<file path="src/rtl/fir_decimator.sv">
// -----------------------------------------------------------------------------
// fir_decimator
//
// Purpose:
//   Downstream stage of the FIR filter. Accepts the filtered AXI4-Stream
//   sample stream, keeps one sample out of every D (plus any sample carrying
//   an input tlast), and re-emits the kept samples on its own AXI4-Stream
//   master. An output tlast is inserted every FRAME_LEN output samples or
//   whenever an input tlast is kept. A 2-entry output buffer sustains one
//   transfer per cycle under backpressure.
//
// Ports:
//   s_axis_aclk     : single clock for both stream sides
//   s_axis_aresetn  : asynchronous, active-low reset
//   enable          : 1 = decimate, 0 = hold off input, clear phase/olen and
//                     capture decim_factor
//   decim_factor    : decimation factor D (0 and 1 both mean pass-through)
//   s_axis_*        : input stream (tdata, tstrb, tlast, tvalid, tready)
//   m_axis_*        : decimated output stream (tdata, tstrb, tlast, tvalid,
//                     tready)
//   frame_count     : number of completed output frames, wraps at 2^16
//
// Handshake: a beat transfers on a rising edge where tvalid && tready.
//   s_axis_tready depends only on enable and the buffer count (never on
//   s_axis_tvalid or m_axis_tready); m_axis_tvalid is high whenever the
//   buffer holds an entry, and the head stays stable until it is popped.
// -----------------------------------------------------------------------------
module fir_decimator #(
  parameter int TDATA_WIDTH = 32,
  parameter int DECIM_WIDTH = 8,
  parameter int FRAME_LEN   = 256
) (
  input  logic                     s_axis_aclk,
  input  logic                     s_axis_aresetn,
  input  logic                     enable,
  input  logic [DECIM_WIDTH-1:0]   decim_factor,
  input  logic [TDATA_WIDTH-1:0]   s_axis_tdata,
  input  logic [TDATA_WIDTH/8-1:0] s_axis_tstrb,
  input  logic                     s_axis_tlast,
  input  logic                     s_axis_tvalid,
  output logic                     s_axis_tready,
  output logic [TDATA_WIDTH-1:0]   m_axis_tdata,
  output logic [TDATA_WIDTH/8-1:0] m_axis_tstrb,
  output logic                     m_axis_tlast,
  output logic                     m_axis_tvalid,
  input  logic                     m_axis_tready,
  output logic [15:0]              frame_count
);

  localparam int STRB_W = TDATA_WIDTH / 8;
  localparam int OLEN_W = (FRAME_LEN > 1) ? $clog2(FRAME_LEN) : 1;
  localparam logic [OLEN_W-1:0]      OLEN_LAST = OLEN_W'(FRAME_LEN - 1);
  localparam logic [DECIM_WIDTH-1:0] D_ONE     = DECIM_WIDTH'(1);

  // Control state
  logic [DECIM_WIDTH-1:0] d_reg;
  logic [DECIM_WIDTH-1:0] phase;
  logic [OLEN_W-1:0]      olen;

  // Output buffer: two entries addressed by 1-bit read/write pointers
  logic [TDATA_WIDTH-1:0] buf_data [2];
  logic [STRB_W-1:0]      buf_strb [2];
  logic                   buf_last [2];
  logic                   rd_ptr;
  logic                   wr_ptr;
  logic [1:0]             count;

  logic accept;
  logic keep;
  logic push;
  logic pop;
  logic out_last;

  assign s_axis_tready = enable && (count != 2'd2);
  assign m_axis_tvalid = (count != 2'd0);

  // Head of the buffer; entries reset to zero so the outputs read zero
  // after reset.
  assign m_axis_tdata  = buf_data[rd_ptr];
  assign m_axis_tstrb  = buf_strb[rd_ptr];
  assign m_axis_tlast  = buf_last[rd_ptr];

  assign accept   = s_axis_tvalid && s_axis_tready;
  assign keep     = (phase == '0) || s_axis_tlast;
  assign push     = accept && keep;
  assign pop      = m_axis_tvalid && m_axis_tready;
  // An input tlast landing on the last frame slot still yields a single
  // output tlast and a single frame increment.
  assign out_last = (olen == OLEN_LAST) || s_axis_tlast;

  // Decimation phase, frame position and factor capture
  always_ff @(posedge s_axis_aclk or negedge s_axis_aresetn) begin
    if (!s_axis_aresetn) begin
      d_reg       <= D_ONE;
      phase       <= '0;
      olen        <= '0;
      frame_count <= '0;
    end else if (!enable) begin
      // Idle: track the requested factor (0 treated as 1), clear position.
      d_reg <= (decim_factor == '0) ? D_ONE : decim_factor;
      phase <= '0;
      olen  <= '0;
    end else if (accept) begin
      if (s_axis_tlast || (phase == d_reg - D_ONE)) begin
        phase <= '0;
      end else begin
        phase <= phase + D_ONE;
      end
      if (keep) begin
        if (out_last) begin
          olen        <= '0;
          frame_count <= frame_count + 16'd1;
        end else begin
          olen <= olen + OLEN_W'(1);
        end
      end
    end
  end

  // Output buffer; push at count=2 cannot happen because tready is low then.
  always_ff @(posedge s_axis_aclk or negedge s_axis_aresetn) begin
    if (!s_axis_aresetn) begin
      for (int i = 0; i < 2; i++) begin
        buf_data[i] <= '0;
        buf_strb[i] <= '0;
        buf_last[i] <= 1'b0;
      end
      rd_ptr <= 1'b0;
      wr_ptr <= 1'b0;
      count  <= 2'd0;
    end else begin
      if (push) begin
        buf_data[wr_ptr] <= s_axis_tdata;
        buf_strb[wr_ptr] <= s_axis_tstrb;
        buf_last[wr_ptr] <= out_last;
        wr_ptr           <= ~wr_ptr;
      end
      if (pop) begin
        rd_ptr <= ~rd_ptr;
      end
      case ({push, pop})
        2'b10:   count <= count + 2'd1;
        2'b01:   count <= count - 2'd1;
        default: count <= count;
      endcase
    end
  end

endmodule

</file>
<file path="config.mk">
export PLATFORM = sky130hd
export DESIGN_NAME = fir_decimator
export DESIGN_NICKNAME = d
export VERILOG_FILES = /design/src/rtl/fir_decimator.sv
export SDC_FILE = /design/constraint.sdc
export NUM_CORES = 1
export LEC_CHECK = 0
export ABC_AREA = 1
export BUFFER_PORTS_ARGS = -buffer_cell sky130_fd_sc_hd__buf_2
export CAP_MARGIN = 20
export CORE_ASPECT_RATIO = 0.7
export CORE_UTILIZATION = 40
export DETAILED_ROUTE_END_ITERATION = 7
export GPL_TIMING_DRIVEN = 0
export PLACE_DENSITY = 0.57
export SLEW_MARGIN = 20
export SYNTH_ARGS = -nofsm -noshare
export SYNTH_HDL_FRONTEND = slang
export SYNTH_SLANG_ARGS = --single-unit
</file>
<file path="constraint.sdc">
create_clock -name s_axis_aclk -period 2.25 [get_ports s_axis_aclk]
set_input_delay 0.45 -clock s_axis_aclk [delete_from_list [all_inputs] [get_ports s_axis_aclk]]
set_output_delay 0.45 -clock s_axis_aclk [all_outputs]
set_load 0.005 [all_outputs]
</file>
==> results.toml, run 1 <==
[run_status]
status = "finished clean"

[sta]
fmax_mhz = 464.2
worst_slew_margin_rel_pct = 64.51
skew_ps = 9.551
fin_crit_sh_pct = 95.74
rsz0062_at_grt = "no"
hold_viol = 0
worstMarginPinSlew_ps = 530.3
timing.final.setup_violations = 0
setup_ws_ps = 95.81
min_period_ps = 2154
slew_violations = 0

[final_layout]
largest_register_ffs = 64
final_nets = 944
top_regs = "buf_data x64, frame_count x16"
final_layout_size_suffix_gt1_share_pct = 19.87
fillCellCount = 1392
area_growth_pct = 24.62
top_register = "buf_data"
fin_util_pct = 52.03
final_area_um2 = 7360
diodes = 0

[worst_setup_path]
cp.arrival_ps = 1700
r2r_slack_ps = 220
crit_type = "reg2out"
end_kind = "output port"
cp-start-kind = "flop"
critPathMaxFanout = 10
required_ps = 1800
ff2ff_path_depth = 11
crit_end = "m_axis_tdata[29]"
critPathLaunch = "rd_ptr$_DFFE_PN0P_"
reg2reg_from = "phase[0]$_DFFE_PN0P_"
r2r-end = "count[1]$_DFFE_PN0P_"

[placement]
pre_cts_ws_ps = -136.3
dp.final_hpwl_um = 10820
gp_congestion = 0.8587
placement.cell_area_um2 = 6698
portBuffers = 104

[logic_synthesis]
synth_area_um2 = 5906
synth_cells = 761
netlist-cell-type-count = 32
yosysTopAreaCell = "dfrtp_1"
yosys_warnings = 0
syn_avg_cell_area_um2 = 7.760
synth_seq_cells = 118
ys_seq_area_share_pct = 50.02
syn-num-nets = 817
yosysTopAreaCellShare_pct = 49.58
yosys-top-cells-area = "dfrtp_1, nand2_1, o21ai_0, inv_1, o21ai_1"

[min_path]
min-delay-start = "decim_factor[6]"
hp-class = "in2reg"

[route]
wl_um = 15130
drt_first_pass_iters = 5
via_count = 5281
detail-route-antenna-nets = 0
post_drt_wl_per_cell_um = 13.87
first_iter_violations = 324
drc = 0
via_per_inst = 4.841

[clock_tree]
cts-root-buf = "clkbuf_16"
clk_latency_ps = 410
cts_made_buffers = 17
clkSinkCount = 118
cts_tree = "built"
clk_path_buf_depth = 2
htree_levels = 4
clkSlewWorstSetupHoldPaths_ps = 50

[grt]
gr-usage-met3_pct = 4.581
grt_pass1_wl_um = 25430
use_met2_pct = 32.45
grt_usage_pct = 20.96
grt.busiest_layer = "met2"
antenna_found_initial = 0
grt_util_met1_pct = 28.91
grt-ovfl-total = 0
grt_pass1_vias = 5246
grt_max_degree = 79

[floorplan]
dieArea_um2 = 15260
core_um2 = 14140
ios = 105
num_rows = 36
die_h_um = 103.7
start_util_pct = 41.76
die_x_um = 147.2

[power]
p_per_area_nw_per_um2 = 1216
leakage_nw = 3.690
ir_worst_vdd_mv = 0.5404

[run]
maxCapViolations = 0
## worst min path at each step
stage	cells after the start	to	slack, ps
after floorplan	0	buf_data[0]$_DFFE_PN0P_	150
after global placement	2	buf_data[27]$_DFFE_PN0P_	460
after detailed placement	1	buf_data[37]$_DFFE_PN0P_	400
after CTS	3	d_reg[6]$_DFFE_PN0N_	250
after global routing	3	buf_data[23]$_DFFE_PN0P_	260
final	3	d_reg[6]$_DFFE_PN0N_	250
## cells by family (layout without fill, tap and decap cells)
logic type	after synthesis	in the layout	synth area share [%]
AOI/OAI and AO/OA	151	151	13.11
xor gates and xnor gates	21	21	3.114
adders and majority gates	6	6	1.271
buffers and inverters	113	253	8.559
DFF	118	118	50.02
and+or+nand+nor	352	352	23.92
## cell usage after synthesis, drive strengths merged
| master | number |
|---|---|
| nand2 | 269 |
| o21ai | 139 |
| dfrtp | 117 |
| inv | 79 |
| nor2 | 42 |
| nand3 | 27 |
| buf | 19 |
| clkbuf | 13 |
| xnor2 | 11 |
| xor2 | 10 |
| a21oi | 6 |
| ha | 6 |
| nand4 | 5 |
| nor3 | 5 |
| o22ai | 5 |
| clkinv | 2 |
| nor3b | 2 |
| a31oi | 1 |
| dfstp | 1 |
| nand3b | 1 |
| nor4 | 1 |
## report_power, final
| part | switching, mW | internal (mW) |
|---|---|---|
| Sequential | 0.389 | 2.89 |
| Combinational | 1.76 | 1.16 |
| Clock | 0.957 | 1.79 |
## cell type report
type / instances / area [um2] / area share, %
plain buffers: 32 / 207.7 / 2.822
clock inverters: 13 / 153.9 / 2.091
well taps: 190 / 237.7 / 3.230
repair buffers: 108 / 579.3 / 7.871
inverters: 81 / 305.3 / 4.148
clock buffers: 19 / 452.9 / 6.154
multi-input cells: 530 / 2466 / 33.51
flip-flops and latches: 118 / 2957 / 40.17
## worst max-delay path, cell delays in order (launching register included)
cell and delay (ps):
dfrtp_1 400, clkbuf_2 200, clkbuf_2 240, o21ai_0 290
buf_2 170
## stage by stage
stage | power [mW] | setup TNS (ps) | hold slack [ps] | std cells
after global routing | 9.635 | 0 | 255.6 | 1091
after floorplan | 4.950 | 0 | 154.4 | 761
final | 8.950 | 0 | 254.0 | 1091
after detailed placement | 6.209 | -136.3 | 400.3 | 1056
after global placement | 6.077 | -87430 | 460.2 | 1055
after CTS | 9.031 | 0 | 245.3 | 1089
## cells in the final DEF (no fill, tap or decap), types with 2 or more instances in the layout
cell type / synthesis / final
nor3b_1: 2 / 2
o21ai_0: 98 / 96
clkbuf_2: 0 / 4
buf_6: 7 / 8
ha_1: 6 / 5
inv_1: 76 / 76
xor2_1: 10 / 10
nand2_2: 2 / 2
o21ai_1: 41 / 41
a21oi_1: 5 / 5
nor2_2: 2 / 2
clkbuf_1: 13 / 9
clkinv_4: 0 / 2
xnor2_1: 11 / 11
buf_4: 6 / 8
clkbuf_8: 0 / 2
dfrtp_1: 117 / 115
nand2_1: 266 / 266
nor3_1: 5 / 5
nand3_1: 27 / 27
clkbuf_16: 0 / 17
nand4_1: 5 / 5
clkinv_2: 1 / 7
o21ai_2: 0 / 2
o22ai_1: 5 / 5
dfrtp_2: 0 / 2
inv_2: 3 / 3
buf_2: 4 / 109
bufinv_16: 0 / 3
nor2_1: 39 / 39
## per-layer routing
layer	vias up	routed length [um]
met5	-	0
li1	2669	-
met1	2450	7260
met4	0	261
met3	21	756
met2	141	6855
## repair_timing
| item | in CTS | in global routing |
|---|---|---|
| hold endpoints to repair | 40 | 0 |
| buffers inserted | 0 | 2 |
| endpoints found under the setup margin | 38 | 8 |
| cloned | 0 | 0 |
| gates resized for setup | 7 | 6 |
| hold buffers | 1 | 0 |
| pin swaps | 0 | 2 |
Power figures use the tool's default switching activity.
==> run 2, diff against run 1 <==
ABC_AREA = 0   (was 1)
PLACE_DENSITY = 0.58   (was 0.57)
==> run 2 against run 1 <==
Via count fell by 27%; sequential power rose by 2%; core utilization increased by 0.64 points.
==> results.toml, run 2 <==
[run_status]
status = "finished clean"

[logic_synthesis]
ys.flop_type = "dfrtp_1"
syn_avg_cell_area_um2 = 12.57
muxShareOfSynthArea_pct = 23.71
synth-edff-count = 0
synth-simple-area-share_pct = 8.602
yosys_warnings = 0
netlist-cell-type-count = 46
yosysTopAreaCell = "dfrtp_1"
synth_area_um2 = 5557
synth_seq_cells = 118
yosysTopAreaCellShare_pct = 52.69
synth_fa_ha_area_share_pct = 1.351
synth_top_family_by_area = "multiplexers"
synth_cells = 442
yosys-top-cells-area = "dfrtp_1, mux2_2, xnor2_1, xor2_1, nor2_1"
ys_seq_area_share_pct = 53.16
synth_commonest_cells = "dfrtp_1, mux2_2, nor2_1"
async_flop_share_pct = 100.0
synth_compound_gate_area_share_pct = 5.810
synth-xor-area-share_pct = 5.044
syn-num-nets = 498

[clock_tree]
htree_levels = 4
cts_tree = "built"
cts_made_buffers = 17
clk_path_buf_depth = 2
cts-root-buf = "clkbuf_16"
clkSlewWorstSetupHoldPaths_ps = 60
clkSinkCount = 118
clk_latency_ps = 400

[route]
wl_um = 11680
drc = 0
via_count = 3879
detail-route-antenna-nets = 0
first_iter_violations = 146
via_per_inst = 5.077
post_drt_wl_per_cell_um = 15.29
drt_first_pass_iters = 4

[sta]
slew_violations = 0
rsz0062_at_grt = "yes"
setup_ws_ps = 17.49
skew_ps = 10.43
worstMarginPinSlew_ps = 580.7
fin_crit_sh_pct = 99.22
hold_viol = 0
fin_setup_tns_ps = 0
timing.final.setup_violations = 0
worst_slew_margin_rel_pct = 61.29
min_period_ps = 2233
fmax_mhz = 447.9

[worst_setup_path]
crit_path_max_incr_delay_ps = 540
crit_chain = "inv_2 -> ha_4 -> xor2_1 -> o211ai_1 -> or4_4 -> or2_4 -> a32o_1"
r2r-end = "phase[1]$_DFFE_PN0P_"
reg2reg_from = "d_reg[0]$_DFFE_PN1N_"
end_kind = "flop"
critPathLaunch = "d_reg[0]$_DFFE_PN1N_"
crit_type = "reg2reg"
required_ps = 2530
cp_slowest_cell = "dfstp_2"
cp-start-kind = "flop"
critPathMaxFanout = 3
ff2ff_path_depth = 7
cp.arrival_ps = 2510
r2r_slack_ps = 20
crit_end = "phase[1]$_DFFE_PN0P_"

[grt]
grt_pass1_wl_um = 20140
grt_pass1_vias = 4054
antenna_found_initial = 0
grt_usage_pct = 18.01
grt_max_degree = 62
grt-ovfl-total = 0

[floorplan]
die_x_um = 142.9
start_util_pct = 41.60
ios = 105
die_h_um = 100.6
dieArea_um2 = 14370
num_rows = 35
core_um2 = 13360

[placement]
place_inst = 732
portBuffers = 104
gp_congestion = 0.8161
pre_cts_ws_ps = -167.1
placement.cell_area_um2 = 6345
dp.final_hpwl_um = 8477

[final_layout]
post_layout_nonfiller_instances = 764
layout_common_cells = "mux2_2, dfrtp_1, buf_2"
final_area_um2 = 7036
top_regs = "buf_data x64, frame_count x16"
fillCellCount = 1130
diodes = 0
area_growth_pct = 26.62
largest_register_ffs = 64
final_layout_size_suffix_gt1_share_pct = 49.57
final_nets = 623
top_register = "buf_data"

[run]
maxCapViolations = 0

[power]
ir_worst_vdd_mv = 0.6488
p_seq_share_pct = 38.2
clkPwrFrac_pct = 28.9
p_sw_share_pct = 29.29
p_per_area_nw_per_um2 = 1243
leakage_nw = 3.160
p_switching_mw = 2.562
comb_power_share_pct = 32.9
p_int_mw = 6.185

[min_path]
hp-class = "in2async"
[run 2: changes by cell type after synthesis, sizes merged, moves of 5 or more]
cell,previous run,this run
and2,0,5
buf,19,10
clkbuf,13,8
inv,79,11
mux2,0,117
nand2,269,16
nand3,27,13
nor2,42,23
nor2b,0,5
o211ai,0,5
o21ai,139,16
o22ai,5,0
xnor2,11,22
[run 2: how the worst min path moves through the flow]
| stage | from | endpoint | cells past startpoint |
|---|---|---|---|
| 3_5_place_dp | olen[7]$_DFFE_PN0P_ | olen[7]$_DFFE_PN0P_ | 1 |
| 2_1_floorplan | s_axis_aresetn | buf_data[0]$_DFFE_PN0P_ | 0 |
| 4_1_cts | s_axis_aresetn | frame_count[11]$_DFFE_PN0P_ | 1 |
| 3_3_place_gp | olen[7]$_DFFE_PN0P_ | olen[7]$_DFFE_PN0P_ | 1 |
| 6_report | s_axis_aresetn | frame_count[11]$_DFFE_PN0P_ | 1 |
| 5_1_grt | s_axis_aresetn | frame_count[7]$_DFFE_PN0P_ | 1 |
[run 2: metrics by stage]
step | total power [mW] | hold WS (ps) | util (%)
final | 8.748 | 27.82 | 52.67
after global routing | 9.388 | 61.85 | 52.67
after CTS | 8.866 | 46.36 | 52.28
after detailed placement | 6.225 | 462.0 | 47.50
after global placement | 6.082 | 457.8 | 47.25
after floorplan | 5.143 | 154.4 | -
[run 2: layout make-up]
| type | count | area [um2] | share of cell area, % |
|---|---|---|---|
| sequential | 118 | 2954 | 41.99 |
| clock inverter | 13 | 123.9 | 1.761 |
| timing repair buffer | 107 | 569.3 | 8.092 |
| multi-input combinational | 295 | 2541 | 36.12 |
| inverter | 11 | 41.29 | 0.5869 |
| tap | 185 | 231.5 | 3.290 |
| buffer | 17 | 135.1 | 1.921 |
| clock buffer | 18 | 439.2 | 6.242 |
[run 2: kinds of logic (layout without fill, tap and decap cells)]
kind of cell | count (synthesis) | after routing
DFF | 118 | 118
muxes | 117 | 117
and+or+nand+nor | 91 | 91
AOI/OAI and AO/OA | 49 | 49
xor gates and xnor gates | 32 | 32
buffers and inverters | 29 | 166
adders and majority gates | 6 | 6
[run 2: worst max-delay path, delay by kind of cell, from the launching register on]
kind,cells,cell delay [ps]
flip-flops,1,540
AO/OA/AOI/OAI,2,320
buffers and inverters,1,50
adder cells (fa/ha/maj),1,250
XOR/XNOR,1,140
AND/OR/NAND/NOR,2,800
[run 2: power groups by stage]
stage / Combinational, mW / Sequential [mW] / Clock (mW)
after floorplan: 1.90 / 3.25 / 0
after global placement: 2.77 / 3.31 / 0
after detailed placement: 2.85 / 3.38 / 0
after CTS: 2.91 / 3.35 / 2.60
after global routing: 3.21 / 3.46 / 2.71
final: 2.88 / 3.34 / 2.52
[run 2: what timing repair did]
| action | 4_1_cts | 5_1_grt |
|---|---|---|
| pin swaps | 5 | 6 |
| buffers inserted | 2 | 0 |
| hold buffers | 0 | 0 |
| resized for setup | 20 | 20 |
| endpoints found under the hold margin | 0 | 0 |
| endpoints found under the setup margin | 79 | 76 |
[run 2: metal layers]
layer	up-vias	track usage [%]	routed length (um)	part of all wire (%)
met5	-	0	0	0
met4	0	4.467	81	0.69
met3	9	5.938	601	5.1
met2	72	27.87	5427	46
met1	1956	24.37	5568	48
li1	1842	-	-	-
